`config.mk`:
```
export PLATFORM = sky130hd
export DESIGN_NAME = mem_arbiter_flat
export DESIGN_NICKNAME = d
export VERILOG_FILES = /design/src/rtl/mem_arbiter_if.sv /design/src/rtl/mem_arbiter.sv /design/src/flat_wrapper.sv
export SDC_FILE = /design/constraint.sdc
export NUM_CORES = 1
export LEC_CHECK = 0
export CAP_MARGIN = 10
export CELL_PAD_IN_SITES_DETAIL_PLACEMENT = 1
export CELL_PAD_IN_SITES_GLOBAL_PLACEMENT = 1
export CORE_MARGIN = 1.5
export CORE_UTILIZATION = 30
export CTS_CLUSTER_DIAMETER = 40
export DETAILED_ROUTE_END_ITERATION = 10
export PLACE_DENSITY_LB_ADDON = 0.25
export SLEW_MARGIN = 20
export SYNTH_ARGS = -nofsm -noshare
export SYNTH_HDL_FRONTEND = slang
export SYNTH_SLANG_ARGS = --single-unit
export TNS_END_PERCENT = 10
```
`constraint.sdc`:
```
create_clock -name clk -period 1.6 [get_ports clk]
set_input_delay 0.32 -clock clk [delete_from_list [all_inputs] [get_ports clk]]
set_output_delay 0.32 -clock clk [all_outputs]
set_load 0.005 [all_outputs]
```
`src/rtl/mem_arbiter_if.sv`:
```
// ---------------------------------------------------------------------------
// mem_arbiter_if -- bundle of every signal between mem_arbiter, its two
// requesters and the single-port memory.
//
// Modports:
//   master : arbiter view. Samples the requests and mem_rdata. Drives grants,
//            completion pulses, shared read data, the memory bus, and a debug
//            copy of the FSM state.
//   slave  : environment view (requesters plus memory). This is the mirror
//            image of master.
//
// Handshake: a requester raises reqN with we/addr/wdata valid. The arbiter
// captures them in the IDLE cycle in which gntN is seen high. doneN pulses for
// exactly one cycle when the access is complete. rdata is valid only during
// that pulse.
//
// Parameters: AW address width, DW data width.
// ---------------------------------------------------------------------------
interface mem_arbiter_if #(
   parameter int AW = 4,
   parameter int DW = 8
);
   // requester 0 (CPU)
   logic          req0;
   logic          we0;
   logic [AW-1:0] addr0;
   logic [DW-1:0] wdata0;
   // requester 1 (loader/debug)
   logic          req1;
   logic          we1;
   logic [AW-1:0] addr1;
   logic [DW-1:0] wdata1;
   // arbitration results
   logic          gnt0;
   logic          gnt1;
   logic          done0;
   logic          done1;
   logic [DW-1:0] rdata;
   // memory side
   logic [AW-1:0] mem_addr;
   logic          mem_read;
   logic          mem_write;
   logic [DW-1:0] mem_wdata;
   logic [DW-1:0] mem_rdata;
   // debug: current FSM state (0 IDLE, 1 ACCESS, 2 DONE)
   logic [1:0]    fsm_state;

   modport master (
      input  req0, we0, addr0, wdata0,
      input  req1, we1, addr1, wdata1,
      input  mem_rdata,
      output gnt0, gnt1, done0, done1, rdata,
      output mem_addr, mem_read, mem_write, mem_wdata,
      output fsm_state
   );

   modport slave (
      output req0, we0, addr0, wdata0,
      output req1, we1, addr1, wdata1,
      output mem_rdata,
      input  gnt0, gnt1, done0, done1, rdata,
      input  mem_addr, mem_read, mem_write, mem_wdata,
      input  fsm_state
   );
endinterface

```
`src/rtl/mem_arbiter.sv`:
```
// ---------------------------------------------------------------------------
// mem_arbiter -- two-requester arbiter in front of a single-port memory.
//
// A transaction takes three cycles: IDLE -> ACCESS -> DONE.
//   IDLE   : a winner is picked and its gnt is raised combinationally. Its
//            we/addr/wdata are captured on the clock edge.
//   ACCESS : mem_read or mem_write is high for one cycle. Read data is
//            captured on the closing edge.
//   DONE   : the owner's done pulses and its gnt stays high.
// Requests are looked at only in IDLE. A requester that keeps req high after
// its done pulse is treated as a fresh request in the next IDLE cycle.
//
// Ports:
//   clk   : rising-edge clock
//   reset : asynchronous, active-high. It clears all outputs and state at once.
//   bus   : mem_arbiter_if.master (requests, grants, memory bus, debug state)
//
// Configuration:
//   ARB_ROUND_ROBIN_EN defined   -> on a tie, the requester not granted last
//                                   wins. The pointer favours requester 0 after
//                                   reset.
//   ARB_ROUND_ROBIN_EN undefined -> fixed priority. Requester 0 wins every tie,
//                                   and there is no pointer state.
// ---------------------------------------------------------------------------
module mem_arbiter #(
   parameter int AW = 4,
   parameter int DW = 8
) (
   input logic           clk,
   input logic           reset,
   mem_arbiter_if.master bus
);

   typedef enum logic [1:0] {
      IDLE   = 2'd0,
      ACCESS = 2'd1,
      DONE   = 2'd2
   } state_t;

   state_t        state;
   logic          owner;        // requester that owns the current transaction
   logic          we_q;
   logic [AW-1:0] addr_q;
   logic [DW-1:0] wdata_q;
   logic [DW-1:0] rdata_q;
   logic          mem_read_q;
   logic          mem_write_q;
   logic          done0_q;
   logic          done1_q;

   logic          any_req;
   logic          pick;         // 0 selects requester 0, 1 selects requester 1
   logic          sel_we;
   logic [AW-1:0] sel_addr;
   logic [DW-1:0] sel_wdata;

   assign any_req = bus.req0 | bus.req1;

`ifdef ARB_ROUND_ROBIN_EN
   logic last;                  // requester granted most recently

   always_comb begin
      pick = bus.req1;
      if (bus.req0 && bus.req1) begin
         pick = ~last;
      end
   end
`else
   always_comb begin
      // Requester 1 wins only when requester 0 is silent.
      pick = bus.req1 & ~bus.req0;
   end
`endif

   always_comb begin
      sel_we    = bus.we0;
      sel_addr  = bus.addr0;
      sel_wdata = bus.wdata0;
      if (pick) begin
         sel_we    = bus.we1;
         sel_addr  = bus.addr1;
         sel_wdata = bus.wdata1;
      end
   end

   always_ff @(posedge clk or posedge reset) begin
      if (reset) begin
         state       <= IDLE;
         owner       <= 1'b0;
         we_q        <= 1'b0;
         addr_q      <= '0;
         wdata_q     <= '0;
         rdata_q     <= '0;
         mem_read_q  <= 1'b0;
         mem_write_q <= 1'b0;
         done0_q     <= 1'b0;
         done1_q     <= 1'b0;
`ifdef ARB_ROUND_ROBIN_EN
         // Pretend requester 1 went last so that requester 0 wins the first tie.
         last        <= 1'b1;
`endif
      end else begin
         case (state)
            IDLE: begin
               if (any_req) begin
                  owner       <= pick;
                  we_q        <= sel_we;
                  addr_q      <= sel_addr;
                  wdata_q     <= sel_wdata;
                  mem_read_q  <= ~sel_we;
                  mem_write_q <= sel_we;
                  state       <= ACCESS;
`ifdef ARB_ROUND_ROBIN_EN
                  last        <= pick;
`endif
               end
            end
            ACCESS: begin
               mem_read_q  <= 1'b0;
               mem_write_q <= 1'b0;
               // A write leaves the previous read data in place.
               if (!we_q) begin
                  rdata_q <= bus.mem_rdata;
               end
               done0_q <= ~owner;
               done1_q <= owner;
               state   <= DONE;
            end
            DONE: begin
               done0_q <= 1'b0;
               done1_q <= 1'b0;
               state   <= IDLE;
            end
            default: begin
               state <= IDLE;
            end
         endcase
      end
   end

   // In IDLE the grant follows the live pick. Gating with reset keeps the
   // grants low while reset is held, even if requests are present.
   always_comb begin
      bus.gnt0 = 1'b0;
      bus.gnt1 = 1'b0;
      if (!reset) begin
         if (state == IDLE) begin
            bus.gnt0 = any_req & ~pick;
            bus.gnt1 = any_req & pick;
         end else begin
            bus.gnt0 = ~owner;
            bus.gnt1 = owner;
         end
      end
   end

   assign bus.done0     = done0_q;
   assign bus.done1     = done1_q;
   assign bus.rdata     = rdata_q;
   assign bus.mem_addr  = addr_q;
   assign bus.mem_wdata = wdata_q;
   assign bus.mem_read  = mem_read_q;
   assign bus.mem_write = mem_write_q;
   assign bus.fsm_state = state;

endmodule

```
`src/flat_wrapper.sv`:
```
// flat-port wrapper written by rule: the top's interface ports become plain ports
module mem_arbiter_flat 
#(
   parameter int AW = 4,
   parameter int DW = 8
)
  (clk, reset, bus_req0, bus_we0, bus_addr0, bus_wdata0, bus_req1, bus_we1, bus_addr1, bus_wdata1, bus_mem_rdata, bus_gnt0, bus_gnt1, bus_done0, bus_done1, bus_rdata, bus_mem_addr, bus_mem_read, bus_mem_write, bus_mem_wdata, bus_fsm_state);
  mem_arbiter_if #(.AW(AW), .DW(DW)) bus_i ();
  input logic clk;
  input logic reset;
  input wire logic [$bits(bus_i.req0)-1:0] bus_req0;
  input wire logic [$bits(bus_i.we0)-1:0] bus_we0;
  input wire logic [$bits(bus_i.addr0)-1:0] bus_addr0;
  input wire logic [$bits(bus_i.wdata0)-1:0] bus_wdata0;
  input wire logic [$bits(bus_i.req1)-1:0] bus_req1;
  input wire logic [$bits(bus_i.we1)-1:0] bus_we1;
  input wire logic [$bits(bus_i.addr1)-1:0] bus_addr1;
  input wire logic [$bits(bus_i.wdata1)-1:0] bus_wdata1;
  input wire logic [$bits(bus_i.mem_rdata)-1:0] bus_mem_rdata;
  output wire logic [$bits(bus_i.gnt0)-1:0] bus_gnt0;
  output wire logic [$bits(bus_i.gnt1)-1:0] bus_gnt1;
  output wire logic [$bits(bus_i.done0)-1:0] bus_done0;
  output wire logic [$bits(bus_i.done1)-1:0] bus_done1;
  output wire logic [$bits(bus_i.rdata)-1:0] bus_rdata;
  output wire logic [$bits(bus_i.mem_addr)-1:0] bus_mem_addr;
  output wire logic [$bits(bus_i.mem_read)-1:0] bus_mem_read;
  output wire logic [$bits(bus_i.mem_write)-1:0] bus_mem_write;
  output wire logic [$bits(bus_i.mem_wdata)-1:0] bus_mem_wdata;
  output wire logic [$bits(bus_i.fsm_state)-1:0] bus_fsm_state;
  assign bus_i.req0 = bus_req0;
  assign bus_i.we0 = bus_we0;
  assign bus_i.addr0 = bus_addr0;
  assign bus_i.wdata0 = bus_wdata0;
  assign bus_i.req1 = bus_req1;
  assign bus_i.we1 = bus_we1;
  assign bus_i.addr1 = bus_addr1;
  assign bus_i.wdata1 = bus_wdata1;
  assign bus_i.mem_rdata = bus_mem_rdata;
  assign bus_gnt0 = bus_i.gnt0;
  assign bus_gnt1 = bus_i.gnt1;
  assign bus_done0 = bus_i.done0;
  assign bus_done1 = bus_i.done1;
  assign bus_rdata = bus_i.rdata;
  assign bus_mem_addr = bus_i.mem_addr;
  assign bus_mem_read = bus_i.mem_read;
  assign bus_mem_write = bus_i.mem_write;
  assign bus_mem_wdata = bus_i.mem_wdata;
  assign bus_fsm_state = bus_i.fsm_state;
  mem_arbiter #(.AW(AW), .DW(DW)) u_core (.clk(clk), .reset(reset), .bus(bus_i));
endmodule
```
==> flow_summary.ini <==
[outcome]
status = complete, but fails checks
violations = negative setup slack

[clock_network]
htreeDepth = 1
cts_buffers = 3
cts_tree = built
clk-insertion-delay-late_ns = 0.27
clock_sinks = 28
clockBufferDepth = 2
clk_pin_slew_ns = 0.09
postCtsHoldBufs = 0
cts-root-buf = clkbuf_8

[hold_path]
min_path_type = reg2reg

[setup_path]
cp.required_ns = 1.28
crit_type = reg2out
startpoint_type = flip-flop
worstPathCellList = inv_2 > ha_4 > nor2b_4 > buf_6 > nor3_4 > buf_2
slowest_delay_ns = 0.41
slowest_stage = dfrtp_1
cp-end-kind = primary output
critPathMaxFanout = 4
critPathArrivalTime_ns = 1.36

[floorplan]
die_x_um = 69.7
fp.dieH_um = 69.7
core_um2 = 4320
rows = 24
die_area_um2 = 4860
top_level_ports = 66
start_util_pct = 30.9

[grt]
antenna_found_initial = 0
grt.total_usage_pct = 17.1
overflow = 0
grt_pass1_vias = 1306
grt_max_degree = 29
grt_pass1_wl_um = 6510

[routing]
postRouteAntennaNets = 0
routedWlPerCell_um = 17.3
viasPerCell = 4.98
drtIter0Drc = 25
drt_wl_total_um = 4100
vias = 1180
drc = 0
firstDrtPassIters = 3

[final_layout]
num-fill-cells = 455
diodes = 0
utilization_pct = 52.2
layout.nets = 229
drive_gt1_share_pct = 26.5
area_growth_pct = 68.8

[timing]
finClkSkew_ns = 0.00461
fin_crit_ns = 1.68
rsz0062_at_grt = true
slew-limit-headroom_pct = 75.7
slew_viol_final = 0
fmax_mhz = 594
final_hold_viol_count = 0
fin_crit_sh_pct = 105
worst_slew_pin_slew_ns = 0.365
fin_tns_setup_ns = -0.145
fin_ws_ns = -0.0843
final-setup-viol-count = 2

[synthesis]
seq_area_frac_synth_pct = 52.4
yosysUniqueCellTypes = 23
syn_area_um2 = 1340
ys_seq_elements = 28
synth_nets = 147
synthCells = 105
avgSynthCellArea_um2 = 12.7
ys_warn_count = 0

[power]
peakVddDrop_mv = 0.639
powerDensity_nw_per_um2 = 1740
leakagePower_nw = 1.00

[place]
dp_hpwl_um = 3050
numPortBuffers = 65
gp_congestion = 0.753

[flow_run]
maxCapViolCount = 0
[timing repair]
action	in CTS	in global routing
setup endpoints to repair	16	28
pin swaps	1	3
buffers inserted	2	1
gates resized for setup	22	9
[state kept, by name, indices dropped and copies added, names as in the netlist, 2 cells and up]
name                  count
u_core.bus.mem_addr       4
u_core.bus.rdata          8
u_core.bus.mem_wdata      8
u_core.bus.fsm_state      2
[cell usage after synthesis]
cell     count  area, um^2
a21oi_1      3        15.0
a22o_1      24         210
a31oi_1      2        12.5
and2b_4      1        10.0
buf_12       1        20.0
buf_2        5        25.0
buf_6        2        22.5
dfrtp_1     28         701
ha_1         4        50.1
inv_1        4        15.0
mux2_1       3        33.8
mux2_2       9         101
mux2i_1      1        10.0
nand2_1      2        7.51
nor2_1       3        11.3
nor2b_1      3        18.8
nor2b_4      1        13.8
nor3_1       1        5.00
nor3b_1      2        15.0
o21ai_1      3        15.0
o21ai_2      1        8.76
o22ai_1      1        6.26
or3b_1       1        8.76
[power breakdown]
| group | internal [mW] | leakage [nW] | switching (mW) |
|---|---|---|---|
| Clock | 0.169 | 0.0216 | 0.210 |
| Sequential | 1.05 | 0.343 | 0.198 |
| Combinational | 1.46 | 0.640 | 0.837 |
[cell families after synthesis]
group | count (synthesis) | share of synthesized area, %
compound gates | 34 | 20.0
simple gates | 14 | 6.74
flops | 28 | 52.4
mux | 13 | 10.9
buf+inv | 12 | 6.18
fa+ha+maj | 4 | 3.75
[worst max-delay path, delay by kind of cell, from the launching register on]
kind                     cells  cell delay, ns
AND/OR/NAND/NOR              2            0.17
adder cells (fa/ha/maj)      1            0.17
buffers and inverters        3            0.33
flip-flops                   1            0.41
[worst paths after layout]
| kind | startpoint | endpoint | slack [ns] | cells past startpoint |
|---|---|---|---|---|
| max in group asynchronous | reset | u_core.bus.mem_addr[0]$_DFFE_PP0P_ | 0.78 | 3 |
| setup reg to reg | u_core.bus.fsm_state[1]$_DFFE_PP0P_ | u_core.bus.fsm_state[0]$_DFFE_PP0P_ | 0.04 | 6 |
| hold / removal | u_core.bus.mem_wdata[5]$_DFFE_PP0P_ | u_core.bus.mem_wdata[5]$_DFFE_PP0P_ | 0.51 | 1 |
| setup / recovery | u_core.bus.fsm_state[1]$_DFFE_PP0P_ | bus_gnt0 | -0.08 | 6 |
| hold reg to reg | u_core.bus.mem_wdata[5]$_DFFE_PP0P_ | u_core.bus.mem_wdata[5]$_DFFE_PP0P_ | 0.51 | 1 |
| min in group asynchronous | reset | u_core.owner$_DFFE_PP0P_ | 0.56 | 3 |
[layer usage]
layer | track usage [%] | vias to the layer above | part of all wire, %
li1 | - | 545 | -
met1 | 19.2 | 588 | 38
met2 | 32.6 | 43 | 55
met3 | 4.22 | 4 | 6.2
met4 | 3.63 | 0 | 1.2
met5 | 0 | - | 0
[through the flow]
step	std cells	power, mW	hold WS (ns)	cell area (um^2)	worst slack, ns
after floorplan	105	2.10	0.385	1340	0.00848
after global placement	231	3.18	0.477	2120	-0.376
after detailed placement	231	3.30	0.489	2120	-0.545
after CTS	236	3.85	0.511	2220	-0.0932
after global routing	237	4.17	0.532	2260	-0.149
final	237	3.93	0.511	2260	-0.0843
[cells in the final DEF (no fill, tap or decap), drive strengths merged, types with 2 or more instances in the layout]
cell	netlist	final
mux2	12	12
dlymetal6s2s	0	2
clkbuf	0	3
nor2b	4	4
clkdlybuf4s50	0	60
buf	8	22
ha	4	4
a31oi	2	2
dfrtp	28	28
nor3b	2	2
a21oi	3	3
inv	4	4
nor2	3	3
o21ai	4	4
a22o	24	24
nand2	2	2
[layout make-up]
class                           instances  area (um^2)  area share [%]
Clock buffer                            3         41.3            1.83
Inverter                                4         15.0           0.666
Multi-Input combinational cell         65          612            27.1
Sequential cell                        28          701            31.1
Tap cell                               52         65.1            2.88
Timing Repair Buffer                   85          822            36.4
No activity file was read; power rests on OpenSTA's default activity.
